### config.mk
export PLATFORM = sky130hd
export DESIGN_NAME = alu_div
export DESIGN_NICKNAME = d
export VERILOG_FILES = /design/src/rtl/alu_div.sv
export SDC_FILE = /design/constraint.sdc
export NUM_CORES = 1
export LEC_CHECK = 0
export CAP_MARGIN = 15
export CORE_MARGIN = 1
export CORE_UTILIZATION = 48
export DETAILED_ROUTE_END_ITERATION = 8
export PLACE_DENSITY = 0.76
export RECOVER_POWER = 25
export SLEW_MARGIN = 15
export SYNTH_ARGS = -nofsm -noshare
export SYNTH_HDL_FRONTEND = slang
export SYNTH_SLANG_ARGS = --single-unit
### constraint.sdc
create_clock -name clk -period 2.25 [get_ports clk]
set_input_delay 0.3375 -clock clk [delete_from_list [all_inputs] [get_ports clk]]
set_output_delay 0.3375 -clock clk [all_outputs]
set_load 0.005 [all_outputs]
### src/rtl/alu_div.sv
// Unsigned restoring divider.
// A start request latches the operands; the divider then produces one
// quotient bit per clock, MSB first, and pulses done for one cycle when the
// quotient and remainder are ready. A zero divisor skips the iteration and
// reports dz with an all-ones quotient and the dividend as remainder.
module alu_div #(
    parameter int WIDTH = 8
) (
    input  logic             clk,
    input  logic             rst,
    input  logic             start,
    input  logic [WIDTH-1:0] A,
    input  logic [WIDTH-1:0] B,
    output logic             busy,
    output logic             done,
    output logic [WIDTH-1:0] Q,
    output logic [WIDTH-1:0] R,
    output logic             dz,
    output logic             zout
);

    // Counter wide enough to hold WIDTH-1 for any WIDTH >= 1.
    localparam int CW = (WIDTH > 1) ? $clog2(WIDTH) : 1;

    localparam logic [1:0] IDLE = 2'd0;
    localparam logic [1:0] RUN  = 2'd1;
    localparam logic [1:0] DONE = 2'd2;

    // Control state and iteration datapath.
    logic [1:0]       state_reg, state_next;
    logic [WIDTH-1:0] dvd_reg, dvd_next;   // dividend bits not yet consumed, quotient shifts in at LSB
    logic [WIDTH-1:0] dsr_reg, dsr_next;   // latched divisor
    logic [WIDTH-1:0] rem_reg, rem_next;   // partial remainder
    logic [CW-1:0]    cnt_reg, cnt_next;   // completed RUN steps

    // Result registers; only written when DONE is entered.
    logic [WIDTH-1:0] q_reg, q_next;
    logic [WIDTH-1:0] r_reg, r_next;
    logic             dz_reg, dz_next;
    logic             zout_reg, zout_next;

    // One restoring step on {partial remainder, dividend}.
    logic [WIDTH:0]   shifted_rem;
    logic [WIDTH:0]   trial;
    logic             trial_ok;
    logic [WIDTH-1:0] rem_step;
    logic [WIDTH:0]   dvd_shift;
    logic [WIDTH-1:0] dvd_step;
    logic             last_step;

    // Datapath for a single quotient bit: shift, trial-subtract, restore.
    always_comb begin
        shifted_rem = {rem_reg, dvd_reg[WIDTH-1]};
        trial       = shifted_rem - {1'b0, dsr_reg};
        // The shifted remainder is below 2*divisor, so a set top bit
        // can only come from a borrow, i.e. a negative trial result.
        trial_ok    = ~trial[WIDTH];
        rem_step    = trial_ok ? trial[WIDTH-1:0] : shifted_rem[WIDTH-1:0];
        dvd_shift   = {dvd_reg, trial_ok};
        dvd_step    = dvd_shift[WIDTH-1:0];
        last_step   = (cnt_reg == CW'(WIDTH - 1));
    end

    // Next-state and next-result logic.
    always_comb begin
        state_next = state_reg;
        dvd_next   = dvd_reg;
        dsr_next   = dsr_reg;
        rem_next   = rem_reg;
        cnt_next   = cnt_reg;
        q_next     = q_reg;
        r_next     = r_reg;
        dz_next    = dz_reg;
        zout_next  = zout_reg;

        case (state_reg)
            RUN: begin
                // start is deliberately ignored here.
                rem_next = rem_step;
                dvd_next = dvd_step;
                cnt_next = cnt_reg + CW'(1);
                if (last_step) begin
                    state_next = DONE;
                    q_next     = dvd_step;
                    r_next     = rem_step;
                    dz_next    = 1'b0;
                    zout_next  = (dvd_step == '0);
                end
            end
            default: begin
                // IDLE and DONE both accept a new request; without one,
                // DONE falls back to IDLE and the results keep their values.
                state_next = IDLE;
                if (start) begin
                    dvd_next = A;
                    dsr_next = B;
                    rem_next = '0;
                    cnt_next = '0;
                    if (B == '0) begin
                        state_next = DONE;
                        q_next     = '1;
                        r_next     = A;
                        dz_next    = 1'b1;
                        zout_next  = 1'b0;
                    end else begin
                        // dz of the previous result stays visible until
                        // this division lands in DONE with dz cleared.
                        state_next = RUN;
                    end
                end
            end
        endcase
    end

    // State and result registers with asynchronous reset.
    always_ff @(posedge clk or posedge rst) begin
        if (rst) begin
            state_reg <= IDLE;
            dvd_reg   <= '0;
            dsr_reg   <= '0;
            rem_reg   <= '0;
            cnt_reg   <= '0;
            q_reg     <= '0;
            r_reg     <= '0;
            dz_reg    <= 1'b0;
            zout_reg  <= 1'b1;
        end else begin
            state_reg <= state_next;
            dvd_reg   <= dvd_next;
            dsr_reg   <= dsr_next;
            rem_reg   <= rem_next;
            cnt_reg   <= cnt_next;
            q_reg     <= q_next;
            r_reg     <= r_next;
            dz_reg    <= dz_next;
            zout_reg  <= zout_next;
        end
    end

    assign busy = (state_reg == RUN);
    assign done = (state_reg == DONE);
    assign Q    = q_reg;
    assign R    = r_reg;
    assign dz   = dz_reg;
    assign zout = zout_reg;

endmodule

; Word level (Yosys, flattened, before mapping)
; Index checks and enable logic that the tools add are counted.
[word_totals]
in_bits = 19
reg_bits = 47
output_inout_bits = 20
[op_classes]
eq_ne = 4
n_mux = 27
bitwise = 2
n_addsub = 2
reduce_logical = 6
[ops]
columns = cell, n
row1 = 8-bit two-way mux, 13
row2 = 8-bit logical NOT, 2
row3 = 9-bit by 8-bit subtractor with 9-bit output, 1
row4 = 1-bit two-way mux, 8
row5 = 2-bit two-way mux, 4
row6 = 3-bit two-way mux, 2
row7 = 2-bit nonzero test, 2
row8 = 3-bit by 1-bit adder with 3-bit output (second input constant), 1
row9 = 3-bit == test (second input constant), 1
row10 = 3-bit AND reduction, 1
row11 = 2-bit by 1-bit == test with 1-bit output (second input constant), 1
row12 = 2-bit == test (second input constant), 1
row13 = 2-bit by 1-bit != test with 1-bit output (second input constant), 1
row14 = 1-bit inverter, 2
row15 = 2-bit AND reduction, 1

; Logic depth before layout (Yosys ltp)
; Gate-level depths: netlist of the first run.
[depth]
ltp_word = 5
depth_mapped = 11

; Least setup slack after synthesis of the first run
; No wires, ideal clock.
[synth_timing]
path_type = reg2reg
startpoint = reg dvd_reg[7]
endpoint = reg r_reg[0] (netlist: R[0])
path_stages_with_launch = 11
path_slack_ns = -0.064
setup_time_ns = 0.094
synth_period_minus_slack_ns = 2.314
n_path_buf = 0
arrival_time_ns = 2.220
cell_sequence = dfrtp_1 > inv_1 > ha_1 > inv_1 > fa_1 > a21oi_1 > o22a_1 > a21oi_2 > xnor2_1 > mux2_2 > a221oi_2
[synth_via]
elab_chain_cells = 4
[synth_lines]
columns = item, line_no
row1 = "start, declared", 31  ; logic [WIDTH-1:0] dvd_reg, dvd_next;
row2 = "start signal, assigned", 129  ; dvd_reg <= dvd_next;
row3 = 9-bit by 8-bit subtractor with 9-bit output, 54  ; trial = shifted_rem - {1'b0, dsr_reg};
row4 = 8-bit two-way mux (*), 58  ; rem_step = trial_ok ? trial[WIDTH-1:0] : shifted_rem[WIDTH-1:0];
row5 = 8-bit two-way mux (*), 82  ; if (last_step) begin
row6 = 8-bit two-way mux (*), 76  ; case (state_reg)
row7 = "end signal, assigned", 134  ; r_reg <= r_next;
row8 = "end, declared", 38  ; logic [WIDTH-1:0] r_reg, r_next;
; Every way passes the cells marked *; elsewhere a longest branch is shown, timed or not. The select of a mux whose other input is x is not followed.
; A chain may end at the register's enable or synchronous reset.

; Worst setup path after layout of the first run
[layout_timing]
startpoint = reg dvd_reg[7]
endpoint = reg r_reg[1] (netlist: R[1])
[layout_via]
elab_chain_cells = 4
[layout_lines]
columns = item, line_no
row1 = 9-bit by 8-bit subtractor with 9-bit output, 54
row2 = 8-bit two-way mux, 58
row3 = 8-bit two-way mux, 82
row4 = 8-bit two-way mux, 76
; Every way passes these cells. The select of a mux whose other input is x is not followed.

==> summary.md, run 1 <==
| Metric | Value |
|---|---|
| Fraction of layout instances using a drive strength above 1 | 0.2048 |
| Critical path endpoint category | flip-flop |
| Clk Tree Root Cell | clkbuf_8 |
| CTS tree | done |
| Clock insertion delay at the later pin of the skew report | 0.31 ns |
| Largest net degree at the start of global routing | 48 |
| Largest area contributor in the synthesized netlist | dfrtp_1 |
| Net Switching | 2.240 mW |
| Slowest cell on the critical path | dfrtp_1 |
| Number of max-slew violations in the final report | 0 |
| Count of buffers inserted at the top-level ports | 38 |
| Power density over cell area | 1744 mW/mm^2 |
| Period utilisation layout | 1.074 |
| Width of the die | 73.13 um |
| Number of cell rows | 25 |
| CTS H-tree depth | 2 |
| Power share of the clock group | 0.099 |
| Remaining design rule violation count | 0 |
| Number of sinks driven by the clock tree | 47 |
| Die height | about 73 um |
| Max-cap violations | 0 |
| Result of the run | finished with violations |
| Worst-path maximum fanout | 5 |
| Failing checks | negative setup slack |
| Arr. time, crit path | 2.61 ns |
| Clock period minus final worst setup slack | 2.416 ns |
| Clock transition at the registers of the reported paths | 0.10 ns |
| Count of TritonRoute iterations in the first routing pass | 4 |
| Internal power of the cells | 3.382 mW |
| Count of inserted antenna diode cells | 0 |
| Overall routed net length | about 5.4 mm |
| Post-detailed-route wirelength per cell | 15.12 um |
| Placeable Area | 0.004786 mm^2 |
| Leakage power | 1.370 nW |
| Combinational cell fraction of total power | 0.624 |
| Dominant cells by area after synthesis | dfrtp_1 47%, mux2i_1 5.8%, ha_1 5.2% |
| Avg Vias per Cell | approximately 5.4 |
| Synth warn | 0 |
| Mean instance size in the synthesized netlist | 10.04 um^2 |
| Area share of the leading cell type in the synthesized netlist | 0.4740 |
| Worst Path Buf+Inv | 3 |
| Post-Route Setup TNS | -2.137 ns |
| Floorplan die area | 0.005348 mm^2 |
| Unrepaired setup endpoints after global routing | yes |
| Setup Crit Path Kind | reg -> reg |
| Peak clock frequency supported by timing | 413.8 MHz |
| Hold-fix buffers, CTS | 0 |
| Most frequent standard cell in the layout excluding fill and tap cells | dfrtp_1 |
| Post-detailed-placement half-perimeter wirelength | 3.685 mm |
| Placed instance count | 347 |
| Boundary pin count | 39 |
| Net switching share of the total power | 0.3984 |
| Req. time, crit path | about 2.4 ns |
| Final core utilization | 0.6735 |
| Peak per-stage delay on the critical path | 0.40 ns |
| Last weighted congestion value of the routability-driven placer | 0.8159 |
| Post-detailed-route count of antenna-violating nets | 0 |
| Slew at the pin closest to its max-slew limit | 1.159 ns |
| Synthesized flop and latch total | 47 |
| Total via count after detailed routing | roughly 1,900 |
| Final Net Count | 322 |
| Slew headroom | 0.2270 |
| Largest clock skew in the final design | 0.01631 ns |
| IR Drop Worst-Case VDD | 841.6 uV |
| Number of DRC markers after the initial detailed-route iteration | 125 |
| Final worst slack | -0.1664 ns |
| Commonest cells after routing, fill and taps aside | 46 x dfrtp_1, 37 x clkdlybuf4s50_1, 31 x nor2_1 |
| Net count of the mapped netlist | between 200 and 300 |
| Antenna violations before repair | 0 |
| Number of buffers created by CTS | 5 |
| Layout fillers | 377 |
| Initial standard-cell utilization of the core | 0.5075 |
| GRT Resource Usage Total | 0.2218 |
| Unique masters post-synth | 40 |
| First-pass GRT wire length | 8.825 mm |
| Cell area after synthesis | 0.002429 mm^2 |
| Crit-path leading delay family | compound AO/OA/AOI/OAI gates |
| Final non-filler cell total | 360 |
| Buffers from clock root to sink, at most | 2 |
| Signed area change from the synthesized netlist to the final layout | 32.72% |
| Sequential cell fraction of total power | 0.277 |
| Critical Path, Cell by Cell | inv_2 -> ha_4 -> inv_2 -> fa_2 -> a21oi_2 -> o22a_1 -> a21oi_2 -> xnor2_2 -> buf_6 -> mux2i_4 -> a221oi_2 |
| Finish-stage setup viols | 17 |
| Post-synthesis sequential area ratio | 0.4848 |
| Hold Fails Final Rpt | 0 |
| Total congestion overflow after global routing | 0 |
| Nature of the critical path startpoint | flip-flop |
| Via count of the first global-routing pass | 1,859 |
| Post-synthesis instance total | 242 |
| Type of the tightest min-delay check | reg -> reg |
-- logic make-up after synthesis --
family,Yosys count,synth area share
simple gates,79,0.1592
xor+xnor,5,0.01803
buf+inv,25,0.04224
fa+ha+maj,11,0.05976
flops,47,0.4848
compound gates,52,0.1365
mux,23,0.09943
-- tightest hold or removal path, cell delays in order (launching register included) --
cell     delay (ns)
dfstp_2        0.38
nand3_1        0.05
o21ai_1        0.05
-- cell usage after synthesis (all sizes together) --
cell type	number
a22oi	1
mux2	9
mux2i	14
o31ai	1
a221oi	6
a21oi	15
or3	1
nor2	31
nand3b	10
a21boi	1
or4	3
ha	10
o21ai	19
nor4	1
nand3	5
o31a	1
or2	1
buf	3
xor2	1
a211oi	1
inv	13
fa	1
xnor2	4
dfrtp	46
nor2b	5
clkbuf	9
o22ai	2
o22a	2
nand2b	1
o211ai	1
and2	1
nor3	4
nand2	16
o21a	2
dfstp	1
-- per-layer routing --
| layer | track usage | wire, um | vias to the layer above |
|---|---|---|---|
| met5 | 0 | 0 | - |
| met1 | 0.2922 | 2433 | 955 |
| met2 | 0.3724 | 2745 | 31 |
| met3 | 0.04558 | 203 | 6 |
| met4 | 0.05882 | 60 | 0 |
| li1 | - | - | 948 |
-- through the flow --
stage / hold WS (ns) / cell area [um^2] / worst slack, ns / power [mW]
after floorplan: 0.4677 / 2440 / 0.004752 / 3.338
after global placement: 0.4798 / 2953 / -0.04223 / 4.154
after detailed placement: 0.4812 / 2953 / -0.1827 / 4.218
after CTS: 0.4831 / 3127 / -0.1304 / 5.128
after global routing: 0.5267 / 3223 / -0.2612 / 6.009
final: 0.4811 / 3223 / -0.1664 / 5.622
-- layout make-up --
type	count	area [um^2]	area share
inverter	13	48.80	0.01514
timing repair buffer	55	525.5	0.1630
multi-input combinational	170	1289	0.3998
tap	67	83.83	0.02601
sequential	47	1177	0.3653
clock buffer	6	82.58	0.02562
clock inverter	2	16.27	0.005047
-- path summary, 6_finish.rpt --
kind                             from           end  slack, ns  cells after the start
setup / recovery           dvd_reg[7]          R[1]      -0.17                     11
hold / removal                   zout          zout       0.48                      2
setup reg to reg           dvd_reg[7]          R[1]      -0.17                     11
hold reg to reg                  zout          zout       0.48                      2
max in group asynchronous         rst    rem_reg[7]       0.71                      3
min in group asynchronous         rst  state_reg[1]       0.83                      3
-- power groups by stage --
| stage | registers [mW] | logic, mW | clock network [mW] |
|---|---|---|---|
| 2_1_floorplan | 1.48 | 1.85 | 0 |
| 3_3_place_gp | 1.53 | 2.62 | 0 |
| 3_5_place_dp | 1.54 | 2.67 | 0 |
| 4_1_cts | 1.54 | 3.02 | 0.562 |
| 5_1_grt | 1.61 | 3.81 | 0.591 |
| 6_report | 1.56 | 3.51 | 0.554 |
-- what timing repair did --
item,4_1_cts,5_1_grt
setup buffers,2,2
resized for setup,19,17
hold endpoints to repair,0,0
endpoints found under the setup margin,17,19
gates cloned,1,0
pin swaps,12,10
(Power assumes the default switching activity.)
==> inputs of run 2 (changes only) <==
--- a/config.mk
+++ b/config.mk
@@ -5,11 +5,9 @@
 export SDC_FILE = /design/constraint.sdc
 export NUM_CORES = 1
 export LEC_CHECK = 0
-export CAP_MARGIN = 15
 export CORE_MARGIN = 1
-export CORE_UTILIZATION = 48
+export CORE_UTILIZATION = 35
 export DETAILED_ROUTE_END_ITERATION = 8
-export PLACE_DENSITY = 0.76
 export RECOVER_POWER = 25
 export SLEW_MARGIN = 15
 export SYNTH_ARGS = -nofsm -noshare
==> run 2 against run 1 <==
  * The flow still finishes with violations (negative setup slack)
  * Sequential power hardly changed
  * Sequential cell count stayed put
  * Non-clock buffer count is 2 higher
  * Register-to-register slack better by 0.08 ns
  * Hold slack worse by 0.0023 ns
  * Critical path depth stayed put
  * Clock power is 2% higher
  * Combinational power is 5% lower
  * Worst setup slack better by 0.076 ns
  * First-iteration DRC count is 22% lower
  * Die area is 36% higher
==> summary.md, run 2 (synthesized netlist as in run 1, its figures left out) <==
| Metric | Value |
|---|---|
| Result of the run | finished with violations (unchanged) |
| Failing checks | negative setup slack (unchanged) |
| Die height | 85.30 um (was 73.13 um) |
| Via count of the first global-routing pass | 1,850 (was 1,859) |
| Clock transition at the registers of the reported paths | 0.10 ns (about the same) |
| Clock insertion delay at the later pin of the skew report | 0.31 ns (about the same) |
| Clock period minus final worst setup slack | 2.340 ns (was 2.416 ns) |
| Most frequent standard cell in the layout excluding fill and tap cells | dfrtp_1 (unchanged) |
| Leakage power | 1.376 nW (was 1.370 nW) |
| Peak per-stage delay on the critical path | 0.40 ns (about the same) |
| Hold-fix buffers, CTS | 0 (unchanged) |
| Largest clock skew in the final design | 0.009589 ns (was 0.01631 ns) |
| Post-detailed-placement half-perimeter wirelength | 3.997 mm (was 3.685 mm) |
| Overall routed net length | 5.505 mm (was 5.443 mm) |
| Number of DRC markers after the initial detailed-route iteration | 97 (was 125) |
| Number of cell rows | 29 (was 25) |
| Power density over cell area | 1686 mW/mm^2 (was 1744 mW/mm^2) |
| Count of buffers inserted at the top-level ports | 38 (unchanged) |
| Final Power | 5.445 mW (was 5.622 mW) |
| IR Drop Worst-Case VDD | 737.0 uV (was 841.6 uV) |
| Initial standard-cell utilization of the core | 0.3718 (was 0.5075) |
| Type of the tightest min-delay check | reg -> reg (unchanged) |
| Clk Tree Root Cell | clkbuf_8 (unchanged) |
| Total congestion overflow after global routing | 0 (unchanged) |
| Setup Crit Path Kind | reg -> reg (unchanged) |
| Cell Area, Placed | 0.003008 mm^2 (was 0.002953 mm^2) |
| Final core utilization | 0.4944 (was 0.6735) |
| CTS tree | done (unchanged) |
| Antenna violations before repair | 0 (unchanged) |
| Buffers from clock root to sink, at most | 2 (unchanged) |
| CTS H-tree depth | 2 (unchanged) |
| Count of inserted antenna diode cells | 0 (unchanged) |
| Finish-stage setup viols | 15 (was 17) |
| First-pass GRT wire length | 9.384 mm (was 8.825 mm) |
| Boundary pin count | 39 (unchanged) |
| Hold Fails Final Rpt | 0 (unchanged) |
| Nature of the critical path startpoint | flip-flop (unchanged) |
| Largest net degree at the start of global routing | 25 (was 48) |
| GRT Resource Usage Total | 0.1662 (was 0.2218) |
| Width of the die | 85.30 um (was 73.13 um) |
| Number of max-slew violations in the final report | 0 (unchanged) |
| Area of the multi-input gates | 0.001271 mm^2 (was 0.001289 mm^2) |
| Post-detailed-route count of antenna-violating nets | 0 (unchanged) |
| Final worst slack | -0.09010 ns (was -0.1664 ns) |
| Unrepaired setup endpoints after global routing | yes (unchanged) |
| Slew at the pin closest to its max-slew limit | 0.8805 ns (was 1.159 ns) |
| Slowest cell on the critical path | dfrtp_1 (unchanged) |
| Number of sinks driven by the clock tree | 47 (unchanged) |
| Peak clock frequency supported by timing | 427.3 MHz (was 413.8 MHz) |
| Footprint of the flip-flops and latches | 0.001177 mm^2 (unchanged) |
| Final Net Count | 324 (was 322) |
| Worst-path maximum fanout | 7 (was 5) |
| Signed area change from the synthesized netlist to the final layout | 32.97% (was 32.72%) |
| Fraction of layout instances using a drive strength above 1 | 0.2000 (was 0.2048) |
| Final design instance area without fill | 0.003229 mm^2 (was 0.003223 mm^2) |
| Total via count after detailed routing | 1,922 (was 1,940) |
| Worst slack on hold paths | 0.4787 ns (was 0.4811 ns) |
| Arr. time, crit path | 2.53 ns (was 2.61 ns) |
| Placeable Area | 0.006531 mm^2 (was 0.004786 mm^2) |
| Max-cap violations | 0 (unchanged) |
| Placed instance count | 361 (was 347) |
| Post-detailed-route wirelength per cell | 14.80 um (was 15.12 um) |
| Period utilisation layout | 1.040 (was 1.074) |
| Number of buffers created by CTS | 5 (unchanged) |
| Commonest cells after routing, fill and taps aside | 46 x dfrtp_1, 37 x clkdlybuf4s50_1, 31 x nor2_1 (unchanged) |
| Avg Vias per Cell | 5.167 (was 5.389) |
| Last weighted congestion value of the routability-driven placer | 0.7659 (was 0.8159) |
| Final non-filler cell total | 372 (was 360) |
| Floorplan die area | 0.007276 mm^2 (was 0.005348 mm^2) |
| Req. time, crit path | 2.44 ns (about the same) |
| Worst setup timing slack at the placement stage | -0.1773 ns (was -0.1827 ns) |
| Post-Route Setup TNS | -0.8901 ns (was -2.137 ns) |
| Layout fillers | 640 (was 377) |
| Count of TritonRoute iterations in the first routing pass | 4 (unchanged) |
| Slew headroom | 0.4123 (was 0.2270) |
| Remaining design rule violation count | 0 (unchanged) |
| Critical path endpoint category | flip-flop (unchanged) |
| Critical Path, Cell by Cell | inv_2 -> ha_4 -> inv_2 -> fa_2 -> a21oi_2 -> o22a_1 -> a21oi_2 -> xnor2_2 -> buf_6 -> mux2i_2 -> a221oi_2 (was inv_2 -> ha_4 -> inv_2 -> fa_2 -> a21oi_2 -> o22a_1 -> a21oi_2 -> xnor2_2 -> buf_6 -> mux2i_4 -> a221oi_2) |
## run 2: cell types whose count changed in the layout (fill, tap and decap cells not counted), sizes merged
cell | previous run | this run
clkinv | 2 | 1
buf | 16 | 18
inv | 12 | 13
## run 2: metal layers
metal	up-vias	GRT usage	wire length, um
met5	-	0	0
met4	0	0.05909	84
met3	7	0.02432	129
met2	26	0.2683	2595
met1	933	0.2289	2696
li1	956	-	-
## run 2: worst max-delay path: cells and delay by family, from the launching register on
| family | cells | cell delay (ns) |
|---|---|---|
| AOI/OAI and AO/OA | 4 | 0.50 |
| xor gates and xnor gates | 1 | 0.24 |
| muxes | 1 | 0.27 |
| DFF | 1 | 0.40 |
| adders and majority gates | 2 | 0.48 |
| buffers and inverters | 3 | 0.33 |
## run 2: cell type report
class / instances / area share
Clock buffer: 6 / 0.02557
Clock inverter: 2 / 0.005037
Multi-Input combinational cell: 170 / 0.3936
Timing Repair Buffer: 57 / 0.1662
Inverter: 13 / 0.01511
Tap cell: 77 / 0.02983
Sequential cell: 47 / 0.3646
## run 2: where the power goes
group          internal (mW)  total (mW)  leakage, nW  switching (mW)
Clock                  0.252       0.564       0.0474           0.312
Combinational           1.80        3.33        0.781            1.53
Sequential              1.25        1.56        0.547           0.303
## run 2: worst paths after layout
| path | from | endpoint | slack [ns] | cells after the start |
|---|---|---|---|---|
| worst max register to register | dvd_reg[7] | R[4] | -0.09 | 11 |
| worst min-delay path | zout | zout | 0.48 | 2 |
| max in group asynchronous | rst | rem_reg[6] | 0.62 | 3 |
| worst max-delay path | dvd_reg[7] | R[4] | -0.09 | 11 |
| min in group asynchronous | rst | cnt_reg[2] | 0.65 | 2 |
| worst min register to register | zout | zout | 0.48 | 2 |
## run 2: timing repair
action / in CTS / in global routing
pin swaps: 11 / 3
gates cloned: 0 / 0
endpoints found under the setup margin: 16 / 19
hold endpoints to repair: 0 / 0
buffers inserted: 3 / 0
gates resized for setup: 22 / 10
